**src/rtl/tm1638_key_reader.sv**
```systemverilog
// TM1638 key-scan reader: periodically issues the 0x42 read command on the shared STB/CLK/DIO
// bus, maps and debounces the 8 HW-154 keys. Define TM1638_KEY_EDGE_EN to add key_pressed[7:0].
module tm1638_key_reader #(
  parameter int CLK_DIV          = 16,
  parameter int TURNAROUND       = 32,
  parameter int POLL_INTERVAL    = 27000,
  parameter int DEBOUNCE_SAMPLES = 4
) (
  input  logic       clk,
  input  logic       rst_n,
  output logic       bus_req,
  input  logic       bus_gnt,
  output logic       stb,
  output logic       sclk,
  output logic       dio_out,
  output logic       dio_oe,
  input  logic       dio_in,
  output logic [7:0] key,
  output logic       key_valid,
  output logic       key_changed,
`ifdef TM1638_KEY_EDGE_EN
  output logic [7:0] key_pressed,
`endif
  output logic [2:0] dbg_state_o
);

  localparam int TMAX_A = (POLL_INTERVAL > TURNAROUND) ? POLL_INTERVAL : TURNAROUND;
  localparam int TMAX   = (TMAX_A > CLK_DIV) ? TMAX_A : CLK_DIV;
  localparam int TW     = $clog2(TMAX + 1);

  localparam logic [TW-1:0] HALF_LAST = TW'(CLK_DIV - 1);
  localparam logic [TW-1:0] TURN_LAST = TW'(TURNAROUND - 1);
  localparam logic [TW-1:0] POLL_LAST = TW'(POLL_INTERVAL - 1);
  localparam logic [7:0]    CMD_READ  = 8'h42;
  localparam logic [3:0]    DEB_N     = 4'(DEBOUNCE_SAMPLES);

  typedef enum logic [2:0] {
    S_WAIT, S_REQ, S_SETUP, S_CMD, S_TURN, S_READ, S_DONE
  } state_e;

  state_e        state_q, state_d;
  logic [TW-1:0] tmr_q, tmr_d;
  logic          half_q, half_d;
  logic [4:0]    bit_q, bit_d;
  logic [31:0]   shift_q, shift_d;
  logic          sync1_q, sync2_q;
  logic [7:0]    prev_raw_q, prev_raw_d;
  logic [3:0]    cnt_q, cnt_d;
  logic [7:0]    key_q, key_d;
  logic          key_valid_q, key_valid_d;
  logic          key_changed_q, key_changed_d;
  logic          stb_q, stb_d;
  logic          sclk_q, sclk_d;
  logic          dout_q, dout_d;
  logic          oe_q, oe_d;
  logic          req_q, req_d;
  logic          half_end;
  logic [4:0]    bit_last;
  logic [7:0]    raw;
  logic [3:0]    cnt_next;
`ifdef TM1638_KEY_EDGE_EN
  logic [7:0]    kp_q, kp_d;
`endif

  // Handshake: bus_req stays high from REQ through READ; bus_gnt is only looked at in REQ,
  // so once granted the scan always runs to completion and the bus is released in DONE.

  always_ff @(posedge clk or negedge rst_n) begin
    if (!rst_n) begin
      sync1_q <= 1'b1;
      sync2_q <= 1'b1;
    end else begin
      sync1_q <= dio_in;
      sync2_q <= sync1_q;
    end
  end

  assign half_end = (tmr_q == HALF_LAST);
  assign bit_last = (state_q == S_CMD) ? 5'd7 : 5'd31;

  always_comb begin
    state_d = state_q;
    tmr_d   = tmr_q;
    half_d  = half_q;
    bit_d   = bit_q;
    shift_d = shift_q;
    case (state_q)
      S_WAIT: begin
        if (tmr_q == POLL_LAST) begin
          state_d = S_REQ;
          tmr_d   = '0;
        end else begin
          tmr_d = tmr_q + TW'(1);
        end
      end
      S_REQ: begin
        if (bus_gnt) begin
          state_d = S_SETUP;
          tmr_d   = '0;
        end
      end
      S_SETUP: begin
        if (half_end) begin
          state_d = S_CMD;
          tmr_d   = '0;
          half_d  = 1'b0;
          bit_d   = '0;
        end else begin
          tmr_d = tmr_q + TW'(1);
        end
      end
      S_CMD, S_READ: begin
        if (half_end) begin
          tmr_d = '0;
          if (!half_q) begin
            half_d = 1'b1;
          end else begin
            half_d = 1'b0;
            // Sample on the last cycle of the sclk-high half; first bit ends up in bit 0.
            if (state_q == S_READ) shift_d = {sync2_q, shift_q[31:1]};
            if (bit_q == bit_last) begin
              state_d = (state_q == S_CMD) ? S_TURN : S_DONE;
              bit_d   = '0;
            end else begin
              bit_d = bit_q + 5'd1;
            end
          end
        end else begin
          tmr_d = tmr_q + TW'(1);
        end
      end
      S_TURN: begin
        if (tmr_q == TURN_LAST) begin
          state_d = S_READ;
          tmr_d   = '0;
          half_d  = 1'b0;
          bit_d   = '0;
        end else begin
          tmr_d = tmr_q + TW'(1);
        end
      end
      S_DONE: begin
        state_d = S_WAIT;
        tmr_d   = '0;
      end
      default: state_d = S_WAIT;
    endcase
  end

  // Pin values are decoded from the next state and registered, so the pads never glitch.
  always_comb begin
    stb_d  = 1'b1;
    sclk_d = 1'b1;
    oe_d   = 1'b0;
    dout_d = 1'b1;
    req_d  = 1'b0;
    case (state_d)
      S_REQ:   req_d = 1'b1;
      S_SETUP, S_TURN: begin
        stb_d = 1'b0;
        req_d = 1'b1;
      end
      S_CMD: begin
        stb_d  = 1'b0;
        req_d  = 1'b1;
        sclk_d = half_d;
        oe_d   = 1'b1;
        dout_d = CMD_READ[bit_d[2:0]];
      end
      S_READ: begin
        stb_d  = 1'b0;
        req_d  = 1'b1;
        sclk_d = half_d;
      end
      default: ;
    endcase
  end

  assign raw = {shift_q[28], shift_q[20], shift_q[12], shift_q[4],
                shift_q[24], shift_q[16], shift_q[8],  shift_q[0]};

  always_comb begin
    if (raw == prev_raw_q) cnt_next = (cnt_q >= DEB_N) ? DEB_N : cnt_q + 4'd1;
    else                   cnt_next = 4'd1;
  end

  always_comb begin
    prev_raw_d    = prev_raw_q;
    cnt_d         = cnt_q;
    key_d         = key_q;
    key_valid_d   = 1'b0;
    key_changed_d = 1'b0;
`ifdef TM1638_KEY_EDGE_EN
    kp_d          = '0;
`endif
    if (state_q == S_DONE) begin
      prev_raw_d  = raw;
      cnt_d       = cnt_next;
      key_valid_d = 1'b1;
      if (cnt_next == DEB_N && raw != key_q) begin
        key_d         = raw;
        key_changed_d = 1'b1;
`ifdef TM1638_KEY_EDGE_EN
        kp_d          = raw & ~key_q;
`endif
      end
    end
  end

  always_ff @(posedge clk or negedge rst_n) begin
    if (!rst_n) begin
      state_q       <= S_WAIT;
      tmr_q         <= '0;
      half_q        <= 1'b1;
      bit_q         <= '0;
      shift_q       <= '0;
      prev_raw_q    <= '0;
      cnt_q         <= '0;
      key_q         <= '0;
      key_valid_q   <= 1'b0;
      key_changed_q <= 1'b0;
      stb_q         <= 1'b1;
      sclk_q        <= 1'b1;
      dout_q        <= 1'b1;
      oe_q          <= 1'b0;
      req_q         <= 1'b0;
`ifdef TM1638_KEY_EDGE_EN
      kp_q          <= '0;
`endif
    end else begin
      state_q       <= state_d;
      tmr_q         <= tmr_d;
      half_q        <= half_d;
      bit_q         <= bit_d;
      shift_q       <= shift_d;
      prev_raw_q    <= prev_raw_d;
      cnt_q         <= cnt_d;
      key_q         <= key_d;
      key_valid_q   <= key_valid_d;
      key_changed_q <= key_changed_d;
      stb_q         <= stb_d;
      sclk_q        <= sclk_d;
      dout_q        <= dout_d;
      oe_q          <= oe_d;
      req_q         <= req_d;
`ifdef TM1638_KEY_EDGE_EN
      kp_q          <= kp_d;
`endif
    end
  end

  assign bus_req     = req_q;
  assign stb         = stb_q;
  assign sclk        = sclk_q;
  assign dio_out     = dout_q;
  assign dio_oe      = oe_q;
  assign key         = key_q;
  assign key_valid   = key_valid_q;
  assign key_changed = key_changed_q;
  assign dbg_state_o = state_q;
`ifdef TM1638_KEY_EDGE_EN
  assign key_pressed = kp_q;
`endif

endmodule

```
**config.mk**
```make
export PLATFORM = sky130hd
export DESIGN_NAME = tm1638_key_reader
export DESIGN_NICKNAME = d
export VERILOG_FILES = /design/src/rtl/tm1638_key_reader.sv
export SDC_FILE = /design/constraint.sdc
export NUM_CORES = 1
export LEC_CHECK = 0
export ABC_AREA = 1
export BUFFER_PORTS_ARGS = -buffer_cell sky130_fd_sc_hd__clkbuf_2
export CORE_UTILIZATION = 45
export CTS_CLUSTER_SIZE = 20
export DETAILED_ROUTE_END_ITERATION = 16
export GPL_TIMING_DRIVEN = 0
export PLACE_DENSITY_LB_ADDON = 0.3
export SYNTH_ARGS = -nofsm -noshare
export SYNTH_HDL_FRONTEND = slang
export SYNTH_SLANG_ARGS = --single-unit
```
**constraint.sdc**
```tcl
create_clock -name clk -period 1.89 [get_ports clk]
set_input_delay 0.189 -clock clk [delete_from_list [all_inputs] [get_ports clk]]
set_output_delay 0.189 -clock clk [all_outputs]
set_load 0.05 [all_outputs]
```
==> impl_metrics.yaml <==
run_status:
  status: "complete, no violations"
synth:
  synth_most_common_cell: "nand2_1"
  synth-async-reset-ratio: 1.00
  avgSynthCellArea_um2: 8.28
  synth_top_area_frac: 0.462
  ys_seq_elements: 85
  yosysUniqueCellTypes: 39
  synth_common_cells: "129 x nand2_1, 79 x dfrtp_1, 54 x inv_1"
  netlist_instances: 517
  ys.flop_type: "dfrtp_1"
  yosysTopAreaCell: "dfrtp_1"
  syn_area_um2: 4280
  synth_nets: 526
  yosysWarnings: 0
  synth_seq_area_share: 0.499
  netlist_top_cells_area: "dfrtp_1 46%, nand2_1 11%, inv_1 4.7%"
  synth_edf_count: 0
placement:
  gp_congestion: 0.882
  port_buffers: 21
  dp.cells: 668
  hpwlAfterDp_um: 6340
  place_ws_ns: -0.335
power:
  power.share.clock: 0.427
  power_frac_seq: 0.559
  share_comb_of_total_power: 0.015
  fin_total_pwr_mw: 3.26
  internal-power_mw: 2.58
  p_switching_mw: 0.682
  powerDensity_nw_per_um2: 640
  irDropWorstVdd_v: 0.000501
  p_leak_nw: 2.57
  swShare: 0.209
global_route:
  grt_max_degree: 64
  top_usage_layer: "met2"
  grt_usage: 0.193
  grt_overflow: 0
  grt_use_met3: 0.0541
  antenna_found_initial: 0
  grt_util_met2: 0.329
  grt_pass1_vias: 3371
  met1_usage: 0.243
  grt_pass1_wl_um: 15100
clock_network:
  root_buffer: "clkbuf_8"
  htree_levels: 3
  cts_tree: "built"
  cts_buffer_depth: 2
  cts_buffers: 9
  clkTransAtPathRegs_ns: 0.08
  insertion_delay_ns: 0.36
  clock_sinks: 85
sta:
  fin_crit_sh: 0.977
  post-route-min-period_ns: 1.85
  setup_viol: 0
  fmax_ghz: 0.542
  fin_tns_setup_ns: 0
  fin_skew_ns: 0.0142
  tightest_slew_ns: 0.502
  maxSlewHeadroom: 0.664
  hold_viol_final: 0
  fin_ws_ns: 0.0434
  maxSlewViolCount: 0
  rsz0062_at_grt: "true"
worst_setup_path:
  cpMostUsedCell: "nand3_4"
  cp_max_fo: 10
  worstSetupPathDepth: 11
  cpMaxStageDelayCell: "dfrtp_1"
  path_cells: "ha_4 > nand3_4 > nor2_4 > nand2_4 > inv_1 > ha_2 > nand3_4 > buf_6 > buf_8 > nand2_1 > o21ai_0"
  max_stage_delay_ns: 0.42
  r2r_cells: 11
  critPathKind: "reg -> reg"
  cp-start-kind: "register"
  required_ns: 2.13
  crit_path_end_kind: "register"
  critical_path_buf_inv_count: 3
  crit_family: "simple AND/OR/NAND/NOR gates"
  worstPathArrival_ns: 2.08
floorplanning:
  core.rowCount: 35
  die-area_um2: 9910
  initial_utilization: 0.463
  pin_count: 22
  core-area_um2: 9240
  die_w_um: 99.5
  die_h_um: 99.5
worst_hold_path:
  hold_path.class: "in -> reg"
  whs_path_depth: 3
finish:
  area_growth_pct: 19.1
  nets: 574
  diodes: 0
  finalNonFillerCells: 698
  drive_above_1_share: 0.228
detailed_routing:
  vias_per_cell: 5.02
  wl_um: 9030
  drc: 0
  first_iter_violations: 105
  ant_nets: 0
  dr.pass1.iters: 5
  routedWlPerCell_um: 12.9
  vias: 3503
run:
  maxCapViolCount: 0
metrics by stage:
step,instance area (um^2),util,hold slack [ns]
finish,5100,0.552,0.280
global route,5100,0.552,0.272
CTS,4870,0.527,0.214
detailed placement,4580,0.495,0.145
global placement,4550,0.492,0.280
floorplan,4280,-,-0.107
flip-flops by register name, indices dropped and copies added (netlist names), 3 cells and up:
signal	cells
shift_q	32
tmr_q	15
bit_q	5
cnt_q	4
prev_raw_q	8
dbg_state_o	3
key	8
cell families (layout without fill, tap and decap cells):
logic type	Yosys count	after routing	share of synthesized area
DFF	85	85	0.499
xor gates and xnor gates	18	18	0.0368
buffers and inverters	76	128	0.0687
AOI/OAI and AO/OA	73	73	0.0915
adders and majority gates	5	5	0.0146
and+or+nand+nor	260	260	0.290
cells in the final DEF (no fill, tap or decap), drive strengths merged, types with 2 or more instances in the layout:
master,n
clkinv,2
inv,66
dfstp,6
or2,5
nand3,45
dlygate4sd3,2
a31oi,3
o21ai,31
nand4,9
clkbuf,32
nor2,57
dfrtp,79
o22ai,3
nand2,138
bufinv,2
ha,5
nand3b,3
buf,23
a21oi,31
nor3,2
xnor2,3
xor2,15
worst paths after layout:
check / from / slack, ns / to
hold reg to reg: sync1_q / 0.36 / sync2_q
setup / recovery: tmr_q[1] / 0.04 / shift_q[3]
hold / removal: bus_gnt / 0.28 / dbg_state_o[1]
max in group asynchronous: rst_n / 0.93 / stb
min in group asynchronous: rst_n / 0.29 / key_changed
setup reg to reg: tmr_q[1] / 0.04 / shift_q[3]
tightest hold or removal path, cell delays in order:
cell	delay, ns
clkbuf_2	0.11
a31oi_1	0.19
nand2_2	0.11
power groups by stage:
| stage | registers (mW) | clock network [mW] | logic, mW |
|---|---|---|---|
| after floorplan | 1.86 | 0 | 0.000315 |
| after global placement | 1.86 | 0 | 0.0395 |
| after detailed placement | 1.86 | 0 | 0.0483 |
| after CTS | 1.82 | 1.43 | 0.0514 |
| after global routing | 1.82 | 1.51 | 0.0568 |
| final | 1.82 | 1.39 | 0.0477 |
final cells by class:
type	count	area, um^2
clock inverter	5	85.1
multi-input combinational	356	1970
buffer	10	85.1
clock buffer	10	128
timing repair buffer	37	273
sequential	85	2140
tap	129	161
inverter	66	250
fill	829	4140
timing repair:
item | in CTS | in global routing
setup buffers | 2 | 11
hold endpoints to repair | 21 | 0
pin swaps | 3 | 9
cloned | 0 | 0
hold buffers | 2 | 0
resized for setup | 15 | 57
endpoints found under the setup margin | 37 | 59
metal layers:
metal  up-vias  share of wire
met5         -              0
met4         0          0.012
met3        13          0.033
met2        47           0.50
met1      1689           0.45
li1       1754              -
Note: power is estimated with default switching activity, not from simulation.
